## config.mk

```make
export PLATFORM = sky130hd
export DESIGN_NAME = arcade_input_mapper
export DESIGN_NICKNAME = d
export VERILOG_FILES = /design/src/rtl/arcade_input_mapper.sv
export SDC_FILE = /design/constraint.sdc
export NUM_CORES = 1
export LEC_CHECK = 0
export CORE_MARGIN = 2
export CORE_UTILIZATION = 40
export DETAILED_ROUTE_END_ITERATION = 6
export HOLD_SLACK_MARGIN = 0.1
export PLACE_DENSITY = 0.77
export SLEW_MARGIN = 20
export SYNTH_ARGS = -nofsm -noshare
export SYNTH_HDL_FRONTEND = slang
export SYNTH_SLANG_ARGS = --single-unit
export TNS_END_PERCENT = 100
```

## constraint.sdc

```tcl
create_clock -name clk_sys -period 6.6 [get_ports clk_sys]
set_clock_uncertainty 0.1 [all_clocks]
set_input_delay 0.99 -clock clk_sys [delete_from_list [all_inputs] [get_ports clk_sys]]
set_output_delay 0.99 -clock clk_sys [all_outputs]
set_load 0.01 [all_outputs]
```

## src/rtl/arcade_input_mapper.sv

```systemverilog
// Joystick-to-cabinet input mapper for N-player arcade cores.
// Registered direction/start outputs, SOCD filtering, queued coin pulse shaping.
module arcade_input_mapper #(
    parameter int NUM_PLAYERS   = 2,
    parameter int COIN_HIGH_CYC = 2400000,
    parameter int COIN_LOW_CYC  = 2400000,
    parameter int COIN_QDEPTH   = 3
) (
    input  logic                       clk_sys,
    input  logic                       reset_n,
    input  logic [32*NUM_PLAYERS-1:0]  joystick_in,
    input  logic                       twin_mode,
    input  logic                       cocktail,
    input  logic                       socd_en,
    output logic [4*NUM_PLAYERS-1:0]   l_dir,
    output logic [4*NUM_PLAYERS-1:0]   r_dir,
    output logic [NUM_PLAYERS-1:0]     start,
    output logic [NUM_PLAYERS-1:0]     coin,
    output logic [NUM_PLAYERS-1:0]     coin_busy
);

    localparam int NW   = 2 * NUM_PLAYERS;
    localparam int CMAX = (COIN_HIGH_CYC > COIN_LOW_CYC) ?
                          COIN_HIGH_CYC : COIN_LOW_CYC;
    localparam int CW   = $clog2(CMAX + 1);
    localparam int QW   = $clog2(COIN_QDEPTH + 1);

    localparam logic [CW-1:0] HIGH_LAST = CW'(COIN_HIGH_CYC - 1);
    localparam logic [CW-1:0] LOW_LAST  = CW'(COIN_LOW_CYC - 1);
    localparam logic [QW-1:0] QMAX      = QW'(COIN_QDEPTH);

    typedef enum logic [1:0] {
        S_IDLE,
        S_PULSE,
        S_GAP
    } coin_state_t;

    coin_state_t              r_state [NUM_PLAYERS];
    logic [CW-1:0]            r_cnt   [NUM_PLAYERS];
    logic [QW-1:0]            r_q     [NUM_PLAYERS];
    logic [NUM_PLAYERS-1:0]   r_cprev;

    logic [3:0]               w_l_or;
    logic [3:0]               w_r_or;
    logic [3:0]               w_r_src [NUM_PLAYERS];
    logic                     w_s8_or;
    logic                     w_s9_or;
    logic                     w_c_or;
    logic                     w_unused;
    logic [4*NUM_PLAYERS-1:0] w_l_nxt;
    logic [4*NUM_PLAYERS-1:0] w_r_nxt;
    logic [NUM_PLAYERS-1:0]   w_start_nxt;
    logic [NUM_PLAYERS-1:0]   w_csrc;
    logic [NUM_PLAYERS-1:0]   w_edge;
    logic [NUM_PLAYERS-1:0]   w_deq;
    logic [NUM_PLAYERS-1:0]   w_inc;

    // Opposing directions cancel: bit0 R / bit1 L, bit2 D / bit3 U.
    function automatic logic [3:0] socd(input logic [3:0] d, input logic en);
        logic [3:0] o;
        o = d;
        if (en && d[0] && d[1]) o[1:0] = 2'b00;
        if (en && d[2] && d[3]) o[3:2] = 2'b00;
        return o;
    endfunction

    always_comb begin
        w_l_or      = '0;
        w_r_or      = '0;
        w_s8_or     = 1'b0;
        w_s9_or     = 1'b0;
        w_c_or      = 1'b0;
        w_unused    = 1'b0;
        w_l_nxt     = '0;
        w_r_nxt     = '0;
        w_start_nxt = '0;
        w_csrc      = '0;
        for (int i = 0; i < NW; i++) begin
            w_s8_or  = w_s8_or | joystick_in[16*i+8];
            w_s9_or  = w_s9_or | joystick_in[16*i+9];
            w_c_or   = w_c_or  | joystick_in[16*i+10];
            w_unused = w_unused ^ (^joystick_in[16*i+4 +: 12]);
        end
        for (int p = 0; p < NUM_PLAYERS; p++) begin
            w_r_src[p] = twin_mode ?
                joystick_in[16*(NUM_PLAYERS+p) +: 4] :
                (joystick_in[16*p+4 +: 4] |
                 joystick_in[16*(NUM_PLAYERS+p) +: 4]);
            w_l_or = w_l_or | joystick_in[16*p +: 4];
            w_r_or = w_r_or | w_r_src[p];
        end
        for (int p = 0; p < NUM_PLAYERS; p++) begin
            w_l_nxt[4*p +: 4] = socd(cocktail ? joystick_in[16*p +: 4] : w_l_or,
                                     socd_en);
            w_r_nxt[4*p +: 4] = socd(cocktail ? w_r_src[p] : w_r_or, socd_en);
            if (cocktail || p > 1)
                w_start_nxt[p] = joystick_in[16*p+8];
            else
                w_start_nxt[p] = (p == 0) ? w_s8_or : w_s9_or;
            if (cocktail)
                w_csrc[p] = joystick_in[16*p+10];
            else
                w_csrc[p] = (p == 0) ? w_c_or : 1'b0;
        end
    end

    // Saturating queue: an edge is dropped only when full and not draining.
    always_comb begin
        w_edge    = w_csrc & ~r_cprev;
        w_deq     = '0;
        w_inc     = '0;
        coin_busy = '0;
        for (int p = 0; p < NUM_PLAYERS; p++) begin
            w_deq[p]     = (r_state[p] == S_IDLE) && (r_q[p] != '0);
            w_inc[p]     = w_edge[p] && ((r_q[p] != QMAX) || w_deq[p]);
            coin_busy[p] = (r_state[p] != S_IDLE) || (r_q[p] != '0);
        end
    end

    always_ff @(posedge clk_sys or negedge reset_n) begin
        if (!reset_n) begin
            l_dir   <= '0;
            r_dir   <= '0;
            start   <= '0;
            coin    <= '0;
            r_cprev <= '0;
            for (int p = 0; p < NUM_PLAYERS; p++) begin
                r_state[p] <= S_IDLE;
                r_cnt[p]   <= '0;
                r_q[p]     <= '0;
            end
        end else begin
            l_dir   <= w_l_nxt;
            r_dir   <= w_r_nxt;
            start   <= w_start_nxt;
            r_cprev <= w_csrc;
            for (int p = 0; p < NUM_PLAYERS; p++) begin
                r_q[p] <= r_q[p] + QW'(w_inc[p]) - QW'(w_deq[p]);
                unique case (r_state[p])
                    S_IDLE: begin
                        if (w_deq[p]) begin
                            r_state[p] <= S_PULSE;
                            coin[p]    <= 1'b1;
                            r_cnt[p]   <= '0;
                        end
                    end
                    S_PULSE: begin
                        if (r_cnt[p] == HIGH_LAST) begin
                            r_state[p] <= S_GAP;
                            coin[p]    <= 1'b0;
                            r_cnt[p]   <= '0;
                        end else begin
                            r_cnt[p] <= r_cnt[p] + 1'b1;
                        end
                    end
                    S_GAP: begin
                        if (r_cnt[p] == LOW_LAST) begin
                            r_state[p] <= S_IDLE;
                            r_cnt[p]   <= '0;
                        end else begin
                            r_cnt[p] <= r_cnt[p] + 1'b1;
                        end
                    end
                    default: begin
                        r_state[p] <= S_IDLE;
                        coin[p]    <= 1'b0;
                    end
                endcase
            end
        end
    end

endmodule

```

==> results.cfg <==
[cells_and_area]
n_antenna_cell = 0
area_delta_synth_final_pct = 23.3
num-fill-cells = 946
nets = 577
final_cell_area_um2 = 5010
drive_gt1_share_pct = 6.99

[hold_path]
worstHoldEndpoint = coin[0]
hp-start = coin[0]
holdPathStages = 1
hold_path_class = flip-flop to flip-flop

[synth]
async_flop_share_pct = 100
yosysWarnings = 0
ys_top_cells_by_count = 74 x dfrtp_1, 43 x nand2_1, 42 x a21oi_1, 38 x o21ai_0, 29 x nor2_1
yosys.area.top_type = dfrtp_1
synth_fp_nets = 519
synth_edf_count = 0
ys_seq_elements = 74
synth_area_um2 = 4060
synthTopCellsByArea = dfrtp_1 46%, a21oi_1 5.2%, o21ai_0 4.7%
synth_flop_cell = dfrtp_1
synth_cell_types = 59
synth.top_cell.area_share_pct = 45.6
synth.avg_cell_area_um2 = 9.27
synth_cells = 438
ys_seq_area_share_pct = 45.6
yosysMostFrequentCell = dfrtp_1

[timing]
finalSetupTns_ns = 0
rsz0062_at_grt = no
worstMarginPinSlew_ns = 0.940
min_period_ns = 3.54
fin_crit_sh_pct = 53.7
slew_viol_final = 0
setup_viol = 0
fmax_ghz = 0.282
slew_headroom_pct = 37.3
hold_viol_final = 0

[clocking]
cts.path.max_buffers = 2
clk_pin_slew_ns = 0.08
cts_tree = yes
h-tree-depth = 3
cts_resized = 0
clockRootBuffer = clkbuf_8
postCtsSetupRepairBufs = 0
clock_latency_ns = 0.35
cts_buffers = 9
cts_hold_buf = 0
clock_sinks = 74

[placement]
place.gp.congestion = 0.850
dp_hpwl_um = 6380
io_buffer_count = 62
placed_cell_area_um2 = 4780

[grt]
antenna_found_initial = 0
grt_pass1_wl_um = 15800
grt_use_total_pct = 17.4
grt_max_degree = 75
grt_pass1_vias = 3333
grt_overflow_total = 0

[route]
drtAntennaViolNets = 0
drtIter0Drc = 208
avgRoutedWirePerCell_um = 14.5
vias = 3527
viasPerCell = 5.56
drc = 0
routed_wl_um = 9210
firstDrtPassIters = 5

[worst_setup_path]
critPathLaunchType = flip-flop
required_ns = 5.51
path_depth = 5
reg2reg_slack_ns = 4.16
cp.buffers_inverters = 3
crit_chain = inv_1 -> ha_1 -> and2_1 -> inv_1 -> clkdlybuf4s50_1
arrival_ns = 2.45
r2r_start = r_state[0]
reg2reg_depth = 8
cpLargestDelayFamily = buffers and inverters
crit_start = r_state[0]
max_stage_delay_ns = 0.64
cp_max_fo = 19
crit_slowest_cell = and2_1
worstSetupPathType = flip-flop to primary output
crit_top_cell = inv_1
endpoint_kind = primary output
reg2reg_to = r_cnt[8]

[floorplanning]
start_util_pct = 41.3
design.core.area_um2 = 9820
io_pins = 91
row_count = 36
die_h_um = 105
die_x_um = 105
die-area_um2 = 11000

[power]
ir_worst_vdd_uv = 259
p_per_area_nw_per_um2 = 339
leakage_nw = 2.10

[status]
status = finished clean

[job]
cap_violations = 0
## routing by layer
layer / vias to the layer above / track usage, % / share of wire, %
met5: - / 0 / 0
met4: 0 / 5.90 / 0.89
met3: 8 / 5.12 / 6.6
met2: 84 / 28.8 / 49
met1: 1707 / 21.8 / 43
li1: 1728 / - / -
## worst register-to-register path, cell delays in order, from the launching register on
cell and delay (ns):
dfrtp_1 0.42, inv_1 0.09, ha_1 0.30, and2_1 0.64
inv_1 0.13, o21ai_1 0.11, buf_4 0.27, o21ai_0 0.12
a21bo_2 0.19
## power by group
part	internal [mW]	switching (mW)
registers	0.519	0.0588
logic	0.290	0.444
clock network	0.216	0.171
## state kept, by name (all words and copies together), names as in the netlist
| register | flops |
|---|---|
| l_dir | 8 |
| r_cprev | 2 |
| r_cnt | 44 |
| start | 2 |
| r_dir | 8 |
| coin | 2 |
| r_q | 4 |
| r_state | 4 |
## through the flow
step / instances / hold slack (ns) / worst slack (ns) / power, mW / util (%)
2_1_floorplan: 438 / 0.364 / 4.26 / 1.11 / -
3_3_place_gp: 618 / 0.376 / 3.43 / 1.29 / 48.7
3_5_place_dp: 618 / 0.378 / 3.40 / 1.32 / 48.7
4_1_cts: 634 / 0.401 / 3.02 / 1.71 / 51.0
5_1_grt: 634 / 0.439 / 2.80 / 1.83 / 51.0
6_report: 634 / 0.392 / 3.06 / 1.70 / 51.0
## final cells by class
cell class / count / area [um2] / area share [%]
multi-input cells: 328 / 2060 / 41.2
flip-flops and latches: 74 / 1850 / 37.0
repair buffers: 64 / 633 / 12.6
clock buffers: 13 / 179 / 3.57
well taps: 133 / 166 / 3.32
inverters: 19 / 71.3 / 1.42
clock inverters: 3 / 45.0 / 0.900
## worst max path at each step
stage,endpoint,slack [ns]
finish,coin_busy[1],3.06
global route,coin_busy[1],2.80
CTS,coin_busy[1],3.02
detailed placement,coin_busy[1],3.40
global placement,coin_busy[1],3.43
floorplan,coin_busy[0],4.26
## placed cells by master, fill, tap and decap left out, types with 3 or more instances in the layout
cell             count
dfrtp_1             74
clkdlybuf4s50_1     61
nand2_1             43
a21oi_1             42
o21ai_0             37
nor2_1              29
inv_1               18
nand3_1             17
nor3_1              16
nand4_1             16
o21a_1              13
clkbuf_8            13
ha_1                12
mux2i_1              9
a21o_1               9
a31oi_1              9
and4_1               7
a22o_1               6
and3_1               4
mux2_2               4
nor2b_1              3
and2_1               3
or2_2                3
or4_1                3
a41oi_1              3
buf_4                3
## logic make-up after synthesis
| family | after synthesis | synth area share (%) |
|---|---|---|
| buffers and inverters | 36 | 3.73 |
| adders and majority gates | 12 | 3.70 |
| xor gates and xnor gates | 3 | 0.647 |
| DFF | 74 | 45.6 |
| AOI/OAI and AO/OA | 140 | 21.8 |
| and+or+nand+nor | 159 | 20.9 |
| muxes | 14 | 3.61 |
(Power assumes the default switching activity.)
